===== config.mk =====
export PLATFORM = sky130hd
export DESIGN_NAME = rob_commit
export DESIGN_NICKNAME = d
export VERILOG_FILES = /design/src/rtl/rob_commit.sv
export SDC_FILE = /design/constraint.sdc
export NUM_CORES = 1
export LEC_CHECK = 0
export CELL_PAD_IN_SITES_DETAIL_PLACEMENT = 1
export CELL_PAD_IN_SITES_GLOBAL_PLACEMENT = 2
export CORE_UTILIZATION = 42
export DETAILED_ROUTE_END_ITERATION = 12
export PLACE_DENSITY = 0.8
export SYNTH_ARGS = -nofsm -noshare
export SYNTH_HDL_FRONTEND = slang
export SYNTH_SLANG_ARGS = --single-unit

===== constraint.sdc =====
create_clock -name clk -period 4.35 [get_ports clk]
set_clock_uncertainty 0.15 [all_clocks]
set_input_delay 1.0875 -clock clk [delete_from_list [all_inputs] [get_ports clk]]
set_output_delay 1.0875 -clock clk [all_outputs]
set_load 0.01 [all_outputs]

===== src/rtl/rob_commit.sv =====
// rtl/rob_commit.sv - reorder buffer with in-order retirement and free-list dealloc/restore
module rob_commit #(
  parameter int ROB_DEPTH     = 16,
  parameter int PHYS_REG_BITS = 7,
  parameter int ARCH_REG_BITS = 5,
  parameter int TAG_BITS      = $clog2(ROB_DEPTH)
) (
  input  logic                     clk,
  input  logic                     rst,
  input  logic                     disp_valid,
  output logic                     disp_ready,
  input  logic                     disp_has_dest,
  input  logic [ARCH_REG_BITS-1:0] disp_arch_rd,
  input  logic [PHYS_REG_BITS-1:0] disp_new_preg,
  input  logic [PHYS_REG_BITS-1:0] disp_old_preg,
  input  logic                     disp_is_branch,
  input  logic [PHYS_REG_BITS-1:0] disp_fl_ptr,
  output logic [TAG_BITS-1:0]      disp_tag,
  input  logic                     wb_valid,
  input  logic [TAG_BITS-1:0]      wb_tag,
  input  logic                     wb_mispredict,
  output logic                     commit_en,
  output logic [ARCH_REG_BITS-1:0] commit_arch_rd,
  output logic [PHYS_REG_BITS-1:0] commit_preg,
  output logic                     dealloc_en,
  output logic [PHYS_REG_BITS-1:0] dealloc_preg,
  output logic                     restore_en,
  output logic [PHYS_REG_BITS-1:0] restore_ptr,
  output logic                     flush,
  output logic                     empty,
  output logic                     full
);

  localparam int PW = TAG_BITS + 1;

  // Pointers carry one extra MSB so full and empty can be told apart.
  logic [PW-1:0] head_q, head_d, tail_q, tail_d;
  logic [ROB_DEPTH-1:0] valid_q, valid_d, done_q, done_d, mispred_q, mispred_d;
  logic [ROB_DEPTH-1:0] has_dest_q, has_dest_d, is_branch_q, is_branch_d;
  logic [ARCH_REG_BITS-1:0] arch_rd_q  [ROB_DEPTH];
  logic [ARCH_REG_BITS-1:0] arch_rd_d  [ROB_DEPTH];
  logic [PHYS_REG_BITS-1:0] new_preg_q [ROB_DEPTH];
  logic [PHYS_REG_BITS-1:0] new_preg_d [ROB_DEPTH];
  logic [PHYS_REG_BITS-1:0] old_preg_q [ROB_DEPTH];
  logic [PHYS_REG_BITS-1:0] old_preg_d [ROB_DEPTH];
  logic [PHYS_REG_BITS-1:0] fl_ptr_q   [ROB_DEPTH];
  logic [PHYS_REG_BITS-1:0] fl_ptr_d   [ROB_DEPTH];

  logic [TAG_BITS-1:0] head_idx, tail_idx;
  logic                disp_fire;

  assign head_idx = head_q[TAG_BITS-1:0];
  assign tail_idx = tail_q[TAG_BITS-1:0];

  // Head-entry retirement, flush detection and dispatch handshake.
  always_comb begin
    empty          = (head_q == tail_q);
    full           = (head_idx == tail_idx) && (head_q[TAG_BITS] != tail_q[TAG_BITS]);
    commit_en      = !empty && valid_q[head_idx] && done_q[head_idx];
    flush          = commit_en && mispred_q[head_idx];
    disp_ready     = !full && !flush;
    disp_fire      = disp_valid && disp_ready;
    disp_tag       = tail_idx;
    dealloc_en     = commit_en && has_dest_q[head_idx];
    commit_arch_rd = '0;
    commit_preg    = '0;
    dealloc_preg   = '0;
    if (dealloc_en) begin
      commit_arch_rd = arch_rd_q[head_idx];
      commit_preg    = new_preg_q[head_idx];
      dealloc_preg   = old_preg_q[head_idx];
    end
    restore_en  = flush;
    restore_ptr = flush ? fl_ptr_q[head_idx] : '0;
  end

  // Next-state: writeback, retire, dispatch; a flush overrides pointers and valids.
  always_comb begin
    head_d      = head_q;
    tail_d      = tail_q;
    valid_d     = valid_q;
    done_d      = done_q;
    mispred_d   = mispred_q;
    has_dest_d  = has_dest_q;
    is_branch_d = is_branch_q;
    arch_rd_d   = arch_rd_q;
    new_preg_d  = new_preg_q;
    old_preg_d  = old_preg_q;
    fl_ptr_d    = fl_ptr_q;

    if (wb_valid && !flush && valid_q[wb_tag]) begin
      done_d[wb_tag]    = 1'b1;
      mispred_d[wb_tag] = wb_mispredict && is_branch_q[wb_tag];
    end

    if (commit_en) begin
      valid_d[head_idx] = 1'b0;
      head_d            = head_q + PW'(1);
    end

    if (disp_fire) begin
      valid_d[tail_idx]     = 1'b1;
      done_d[tail_idx]      = 1'b0;
      mispred_d[tail_idx]   = 1'b0;
      has_dest_d[tail_idx]  = disp_has_dest;
      is_branch_d[tail_idx] = disp_is_branch;
      arch_rd_d[tail_idx]   = disp_arch_rd;
      new_preg_d[tail_idx]  = disp_new_preg;
      old_preg_d[tail_idx]  = disp_old_preg;
      fl_ptr_d[tail_idx]    = disp_fl_ptr;
      tail_d                = tail_q + PW'(1);
    end

    if (flush) begin
      valid_d = '0;
      head_d  = head_q + PW'(1);
      tail_d  = head_q + PW'(1);
    end
  end

  // State register; reset discards every in-flight entry.
  always_ff @(posedge clk) begin
    if (rst) begin
      head_q      <= '0;
      tail_q      <= '0;
      valid_q     <= '0;
      done_q      <= '0;
      mispred_q   <= '0;
      has_dest_q  <= '0;
      is_branch_q <= '0;
      arch_rd_q   <= '{default: '0};
      new_preg_q  <= '{default: '0};
      old_preg_q  <= '{default: '0};
      fl_ptr_q    <= '{default: '0};
    end else begin
      head_q      <= head_d;
      tail_q      <= tail_d;
      valid_q     <= valid_d;
      done_q      <= done_d;
      mispred_q   <= mispred_d;
      has_dest_q  <= has_dest_d;
      is_branch_q <= is_branch_d;
      arch_rd_q   <= arch_rd_d;
      new_preg_q  <= new_preg_d;
      old_preg_q  <= old_preg_d;
      fl_ptr_q    <= fl_ptr_d;
    end
  end

endmodule


* Word level (Yosys, flattened, before mapping)
Index checks and enable logic that the tools add are counted.
Storage, ports and cells: bits in registers 506, latch bits 0, bits in writable memories 0, bits in read-only memories 0, memories kept 0
Cells by class: add/subtract/negate cells 2, multiply operators 0, div/mod/pow operators 0, $lt $le $gt $ge 9, eq/ne operators 3, shift operators 0, mux-type cells 55, bitwise operators 9, reduce and logical (&&, ||, !) cells 20
Operators with widths (number):
- bitwise mux 112 bit | 3
- 2-to-1 mux 16 bit | 6
- binary-select mux 7 bit (select 4 bit) | 3
- bitwise mux 80 bit | 1
- 2-to-1 mux 7 bit | 10
- AND 16 bit | 3
- bitwise mux 16 bit | 3
- 2-to-1 mux 5 bit | 8
- NOT 16 bit | 2
- bitwise OR 16 bit | 2
- demux 7 bit (select 4 bit) | 1
- binary-select mux 1 bit (select 4 bit) | 6
- binary-select mux 5 bit (select 4 bit) | 1
- demux 5 bit (select 4 bit) | 1
- less-than comparator 4 x 5 -> 1 bit, second input constant | 3
- logical AND 1 bit | 14
- demux 1 bit (select 4 bit) | 3
- >= comparator 4 x 1 -> 1 bit, second input constant | 3
- adder 5 x 1 -> 5 bit, second input constant | 2
- >= comparator 5 bit, second input constant | 2
- NOT 4 -> 5 bit | 2
- 2-to-1 mux 1 bit | 9
- == test 5 bit | 1
- less-than comparator 5 x 1 -> 1 bit, second input constant | 1
- 5 further kinds | 8

* Longest topological paths before layout
Gate-level depths: netlist of the first run.
depth in word-level cells 11, mapped depth 11

* Least setup slack after synthesis of the first run
OpenSTA, ideal clock, no wires.
path kind register to output, start point register head_q[1], end point output commit_arch_rd[0], data arrival time 2401 ps, data required time 3113 ps, slack 711 ps, cell stages (with the launch flop) 9, path buffers 5, cells stage by stage dfxtp_1 > buf_4 > buf_4 > buf_4 > buf_2 > clkbuf_1 > mux4_2 > mux4_2 > nor2b_1
Between the ends: cells in the longest elaborated chain, start to end 6, elaborated cells on any way between the ends 16, those cells by class 1 x eq/ne; 10 x mux; 1 x bitwise; 4 x reduce/logical
RTL lines:
- from (decl) | RTL line 37 | logic [PW-1:0] head_q, head_d, tail_q, tail_d;
- from (signal assigned) | RTL line 124 | head_q <= '0;
- from (signal assigned) | RTL line 136 | head_q <= head_d;
- binary-select mux 1 bit (select 4 bit) or == test 5 bit (tied branches) | RTL line 59, 57
- 2-to-1 mux 1 bit (not written as such) or zero test 1 bit (tied branches) | RTL line 59 | commit_en = !empty && valid_q[head_idx] && done_q[head_idx];
- logical AND 1 bit (2 in a row) | RTL line 59
- logical AND 1 bit | RTL line 64 | dealloc_en = commit_en && has_dest_q[head_idx];
- 2-to-1 mux 5 bit * | RTL line 68 | if (dealloc_en) begin
- to (decl) | RTL line 23 | output logic [ARCH_REG_BITS-1:0] commit_arch_rd,
Mark *: on every way between the ends. The rest lies on a longest branch, timed or not. The select of a mux whose other input is x is not followed.

* Final worst setup path of the first run
start point register head_q[1], end point output commit_preg[0]
Between the ends: cells in the longest elaborated chain, start to end 6, elaborated cells on any way between the ends 16, those cells by class 1 x eq/ne; 10 x mux; 1 x bitwise; 4 x reduce/logical
RTL lines:
- binary-select mux 1 bit (select 4 bit) or == test 5 bit (tied branches) | RTL line 59, 57
- 2-to-1 mux 1 bit (not written as such) or zero test 1 bit (tied branches) | RTL line 59
- logical AND 1 bit (2 in a row) | RTL line 59
- logical AND 1 bit | RTL line 64
- 2-to-1 mux 7 bit * | RTL line 68
- to (decl) | RTL line 24 | output logic [PHYS_REG_BITS-1:0] commit_preg,
Marked as above.

==> results.py, run 1 <==
metrics = {
    "pwr": {
        "max-vdd-ir-drop_mv": 0.333,
        "switching_share_pct": 23.6,
        "power_frac_seq_pct": 47.9,
        "power_leakage_nw": 12.4,
        "p_comb_share_pct": 5.7,
        "power_mw": 9.84,
        "power.switching_mw": 2.33,
        "internal-power_mw": 7.52,
        "clockPowerShare_pct": 46.3,
        "pwr_density_cell_mw_per_mm2": 354,
    },
    "setup_path": {
        "startpoint": "head_q[1]",
        "path_buf_inv": 5,
        "cp_top_family": "buffers and inverters",
        "cp_slowest_stage_delay_ps": 400,
        "crit_slowest_cell": "dfxtp_4",
        "rr_startpoint": "head_q[0]",
        "cp.depth": 10,
        "worstPathCellList": "buf_4 -> buf_4 -> mux2i_1 -> a32oi_1 -> o2111a_2 -> nand4_1 -> buf_6 -> buf_12 -> nor2b_1 -> clkdlybuf4s15_1",
        "cp-end-kind": "output pin",
        "critical_path_arrival_ps": 3050,
        "crit_top_cell": "buf_4",
        "r2r.worst_path.cells": 12,
        "cp-start-kind": "flop",
        "r2r-end": "old_preg_q[37]",
        "cp-endpoint": "commit_preg[0]",
        "critical_path.max_fanout": 7,
        "critPathRequiredTime_ps": 3110,
        "r2r_slack_ps": 720,
        "path_class": "flop to output pin",
    },
    "synth": {
        "syn_inst": 2124,
        "synthTopCellsByArea": "dfxtp_1, mux2i_1, mux4_2",
        "synth_top_cell_by_area": "dfxtp_1",
        "async_reset_ff_share_pct": 0,
        "ys_seq_area_share_pct": 41.9,
        "synth_ff_type": "dfxtp_1",
        "synth.net_count": 2169,
        "ys_seq_elements": 506,
        "yosys.area.top_type_share_pct": 41.9,
        "synth_cell_type_count": 43,
        "synth_edf_count": 0,
        "ys_warn_count": 0,
        "netlist_area_mm2": 0.0242,
        "synth.avg_cell_area_um2": 11.4,
    },
    "sta": {
        "whs_ps": 326,
        "maxSlewHeadroom_pct": 30.7,
        "period_share_pct": 98.5,
        "final_hold_viol_count": 0,
        "finalCriticalPeriod_ps": 4290,
        "final-setup-viol-count": 0,
        "fmax_mhz": 233,
        "drv_slew": 0,
        "worst_slew_pin_slew_ps": 1040,
    },
    "cells_and_area": {
        "layout.nets": 2186,
        "fin_area_mm2": 0.0278,
        "drive_gt1_share_pct": 17.5,
        "n_antenna_cell": 0,
        "finalNonFillerCells": 2939,
        "areaGrowthSynthToFinish_pct": 15.0,
    },
    "route": {
        "drt_pre_antenna_iters": 5,
        "postRouteWirelength_um": 71900,
        "final_antenna_net_count": 0,
        "post-route-drc-count": 0,
        "vias_per_cell": 5.58,
        "vias": 16400,
        "routedWlPerCell_um": 24.5,
        "drt_iter0_drc": 994,
    },
    "cts": {
        "htree_levels": 2,
        "cts_max_path_buffers": 3,
        "root_buffer": "clkbuf_16",
        "cts.hold.buffers_added": 0,
        "clk_latency_ps": 620,
        "cts_tree": "built",
        "cts_buffers": 55,
        "clock-sinks": 506,
        "cts.clk_slew.worst_paths_ps": 60,
    },
    "die": {
        "rows": 87,
        "pin_count": 74,
        "core_mm2": 0.0566,
        "die_y_um": 242,
        "floorplan.initialDensity_pct": 42.8,
        "die_area_mm2": 0.0586,
        "die_w_um": 242,
    },
    "flow_run": {
        "cap_violations": 0,
    },
    "status": {
        "outcome": "finished clean",
    },
    "placed_design": {
        "numPortBuffers": 73,
        "dp_hpwl_um": 42300,
        "gp_congestion": 0.853,
        "place_area_mm2": 0.0254,
        "place_inst": 2797,
    },
    "global_routing": {
        "grt_max_degree": 97,
        "grt_pass1_vias": 17700,
        "grt_pass1_wl_um": 110000,
        "grt_use_total_pct": 24.5,
        "antenna_found_initial": 1,
        "grt_overflow": 0,
    },
    "hold_path": {
        "min_path_cells": 2,
        "hold_path_class": "flop to flop",
    },
}
==> worst reg2reg max path, stage by stage, from the launching register on <==
cell	delay, ps
dfxtp_4	380
buf_4	120
buf_8	150
mux4_2	530
a22oi_2	210
nand2_2	120
nand4_4	150
buf_12	150
buf_4	140
buf_4	320
nand4_4	500
buf_12	390
mux2i_1	160
==> what timing repair did <==
item                       4_1_cts  5_1_grt
pin swaps                        1        3
setup buffers                   28        6
resized for setup               46       18
gates cloned                     9        0
setup endpoints to repair       30       16
==> per-layer routing <==
metal	track usage, %	vias to the layer above	wire length [um]
met2	41.0	319	34500
met3	3.71	120	2740
met1	32.2	8488	32600
li1	-	7467	-
met4	8.23	0	2150
met5	0	-	0
==> kinds of logic after synthesis <==
logic type / share of synthesized area [%]
AND/OR/NAND/NOR: 17.1
multiplexers: 32.9
flip-flops: 41.9
buffers and inverters: 5.25
AO/OA/AOI/OAI: 1.90
XOR/XNOR: 0.579
adder cells (fa/ha/maj): 0.414
==> power groups by stage <==
stage / registers, mW / clock network, mW / logic, mW
2_1_floorplan: 4.81 / 0 / 0.387
3_3_place_gp: 4.82 / 0 / 0.548
3_5_place_dp: 4.82 / 0 / 0.560
4_1_cts: 4.72 / 4.66 / 0.566
5_1_grt: 4.72 / 4.85 / 0.597
6_report: 4.72 / 4.56 / 0.564
==> worst min-delay path by stage <==
| stage | slack (ps) | to | start |
|---|---|---|---|
| floorplan | 290 | valid_q[15] | valid_q[15] |
| global placement | 300 | fl_ptr_q[38] | fl_ptr_q[38] |
| detailed placement | 320 | old_preg_q[30] | old_preg_q[30] |
| CTS | 330 | arch_rd_q[41] | arch_rd_q[41] |
| global route | 340 | arch_rd_q[1] | arch_rd_q[1] |
| finish | 330 | arch_rd_q[4] | arch_rd_q[4] |
==> layout by cell type (no fill, tap or decap), types with 4 or more instances in the layout <==
cell	n
nor2_1	14
a211oi_1	5
buf_16	11
nand2_1	19
inv_1	12
nor3_1	27
nor2b_1	28
xnor2_1	11
buf_4	88
nor4_1	17
clkbuf_8	14
clkdlybuf4s15_1	9
and3_1	22
xor2_1	5
clkinv_2	14
mux2i_1	455
clkbuf_16	55
clkdlybuf4s50_1	46
a31oi_1	5
dlygate4sd2_1	14
o21ai_0	9
nand2b_1	482
ha_1	8
o31ai_1	7
nand4_4	7
mux4_2	151
buf_6	4
a21oi_1	45
nor2b_2	5
nand4_1	11
and4_1	15
buf_12	11
clkbuf_1	13
dfxtp_1	502
nand3_1	4
==> flip-flops by register name, summed over array words and instances, names as in the netlist <==
signal,count
arch_rd_q,80
mispred_q,16
is_branch_q,16
new_preg_q,112
tail_q,5
has_dest_q,16
done_q,16
fl_ptr_q,112
head_q,5
old_preg_q,112
valid_q,16
==> cell usage after synthesis, drive strengths merged, types with 4 or more instances <==
| cell type | instances |
|---|---|
| ha | 8 |
| and2 | 4 |
| nor2 | 14 |
| clkbuf | 132 |
| a211oi | 5 |
| nor4 | 17 |
| nand2b | 482 |
| nor2b | 33 |
| buf | 100 |
| and3 | 22 |
| nor3 | 27 |
| mux2i | 455 |
| and4 | 15 |
| a21oi | 46 |
| nand3 | 7 |
| nand4 | 18 |
| xnor2 | 11 |
| xor2 | 5 |
| o31ai | 7 |
| a31oi | 5 |
| dfxtp | 506 |
| inv | 12 |
| mux4 | 151 |
| nand2 | 21 |
| a22oi | 4 |
| o21ai | 9 |
==> through the flow <==
step | TNS [ps] | utilization, % | worst slack, ps
floorplan | 0 | - | 711
global placement | 0 | 44.9 | 273
detailed placement | 0 | 44.9 | 276
CTS | -0.857 | 49.0 | -0.857
global route | -6.37 | 49.2 | -6.37
finish | 0 | 49.2 | 63.4
==> area by class of cell <==
cell class              count  area [um2]
fillers                  5942       28800
multi-input cells        1374       12900
flip-flops and latches    506       10100
repair buffers            192        2080
clock buffers              82        1620
well taps                 756         946
clock inverters            17         119
inverters                  12        45.0
(Power assumes the default switching activity.)
==> run 2, diff against run 1 <==
Settings changed: CORE_MARGIN from default to 5, GPL_ROUTABILITY_DRIVEN from default to 0, SLEW_MARGIN from default to 20.
==> results.py, run 2 (synthesized netlist as in run 1, its figures left out) <==
metrics = {
    "sta": {
        "maxSlewHeadroom_pct": 35.3,
        "period_share_pct": 98.6,
        "fmax_mhz": 233,
        "worst_slew_pin_slew_ps": 968,
        "drv_slew": 0,
        "final-setup-viol-count": 0,
        "tns_ps": 0,
        "final_hold_viol_count": 0,
        "finalCriticalPeriod_ps": 4290,
    },
    "global_routing": {
        "antenna_found_initial": 1,
        "grt_pass1_wl_um": 109000,
        "grt_overflow": 0,
        "grt_max_degree": 94,
        "grt_use_total_pct": 22.3,
        "grt_pass1_vias": 17700,
    },
    "die": {
        "die_area_mm2": 0.0625,
        "die_w_um": 250,
        "pin_count": 74,
        "die_y_um": 250,
        "floorplan.initialDensity_pct": 42.2,
        "rows": 88,
        "core_mm2": 0.0574,
    },
    "pwr": {
        "power.switching_mw": 2.36,
        "power_frac_seq_pct": 45.9,
        "clockPowerShare_pct": 48.7,
        "p_comb_share_pct": 5.4,
        "switching_share_pct": 23.0,
        "internal-power_mw": 7.93,
        "max-vdd-ir-drop_mv": 0.313,
        "pwr_density_cell_mw_per_mm2": 368,
        "power_leakage_nw": 12.5,
    },
    "route": {
        "drt_pre_antenna_iters": 5,
        "final_antenna_net_count": 0,
        "post-route-drc-count": 0,
        "top_layer": "met4",
        "wl_met2_um": 35000,
        "vias": 16300,
        "routedWlPerCell_um": 24.2,
        "drt_iter0_drc": 990,
        "wl_met3_um": 3060,
        "vias_per_cell": 5.53,
        "m1WireLength_um": 31600,
        "postRouteWirelength_um": 71500,
    },
    "cells_and_area": {
        "final_cell_mix": "dfxtp_1, nand2b_1, mux2i_1",
        "largest_registers": "fl_ptr_q (112), new_preg_q (112), old_preg_q (112)",
        "drive_gt1_share_pct": 17.6,
        "layout_commonest_cell": "dfxtp_1",
        "areaGrowthSynthToFinish_pct": 15.5,
        "layout.nets": 2188,
        "finalNonFillerCells": 2953,
        "n_antenna_cell": 0,
    },
    "placed_design": {
        "dp_hpwl_um": 42000,
        "place_inst": 2805,
        "numPortBuffers": 73,
    },
    "setup_path": {
        "cp-end-kind": "output pin",
        "critPathRequiredTime_ps": 3110,
        "critical_path_arrival_ps": 3050,
        "worstPathCellList": "buf_12 -> mux4_2 -> mux4_2 -> nand4_1 -> buf_6 -> buf_12 -> nor2b_1 -> dlygate4sd2_1",
        "crit_slowest_cell": "mux4_2",
        "path_class": "flop to output pin",
        "cp_top_family": "multiplexers",
        "r2r_slack_ps": 720,
        "path_buf_inv": 4,
        "cp-start-kind": "flop",
        "cp_slowest_stage_delay_ps": 530,
        "critical_path.max_fanout": 10,
    },
    "cts": {
        "cts_max_path_buffers": 3,
        "clock-sinks": 506,
        "clk_latency_ps": 610,
        "cts_buffers": 56,
        "root_buffer": "clkbuf_16",
        "cts_tree": "built",
        "cts.clk_slew.worst_paths_ps": 60,
        "htree_levels": 2,
    },
    "status": {
        "outcome": "finished clean",
    },
    "flow_run": {
        "cap_violations": 0,
    },
    "hold_path": {
        "hold_path_class": "flop to flop",
    },
}
-- run 2: changes by cell type in the layout (fill, tap and decap cells not counted), moves of 6 or more --
cell and change:
clkbuf_8 -6, dlymetal6s2s_1 +6, buf_16 -6, bufinv_16 +8
dlygate4sd2_1 +6, clkdlybuf4s15_1 -9
-- run 2: power by group through the flow --
stage	combinational, mW	sequential, mW	clock [mW]
floorplan	0.387	4.81	0
CTS	0.562	4.72	5.12
global route	0.596	4.72	5.33
global placement	0.544	4.82	0
detailed placement	0.556	4.82	0
finish	0.558	4.72	5.02
-- run 2: path summary, 6_finish.rpt --
check        cells past startpoint      startpoint              end
max                              8       head_q[0]  dealloc_preg[1]
max reg2reg                     13       head_q[0]   new_preg_q[14]
min reg2reg                      2  old_preg_q[73]   old_preg_q[73]
min                              2  old_preg_q[73]   old_preg_q[73]
-- run 2: area by class of cell --
class	instances	area, um2
Tap cell	765	957
Sequential cell	506	10100
Clock buffer	75	1550
Fill cell	5935	29400
Timing Repair Buffer	193	2010
Inverter	12	45.0
Clock inverter	28	379
Multi-Input combinational cell	1374	12900
-- run 2: worst min-delay path: cells and delay by family (launching register included) --
family	cells	cell delay (ps)
muxes	1	50
and+or+nand+nor	1	60
DFF	1	310
-- run 2: what timing repair did --
item                                    CTS  global route
cloned                                    5             0
setup buffers                            24            16
hold buffers                              0             0
endpoints found under the setup margin   31            11
pin swaps                                 3             2
resized for setup                        44            13
-- run 2: stage by stage --
stage          area (um2)  setup WS (ps)  utilization [%]  total power, mW  hold WS (ps)
3_3_place_gp        25400            265             44.3             5.36           307
2_1_floorplan       24200            711                -             5.20           293
4_1_cts             27800          -87.2             48.5             10.4           326
3_5_place_dp        25400            207             44.3             5.38           315
5_1_grt             28000         -0.917             48.7             10.7           344
6_report            28000           62.9             48.7             10.3           320
-- run 2: per-layer routing --
layer / GRT usage, % / vias to the layer above
li1: - / 7472
met1: 29.2 / 8441
met2: 38.2 / 303
met3: 4.06 / 117
met4: 6.02 / 0
met5: 0 / -
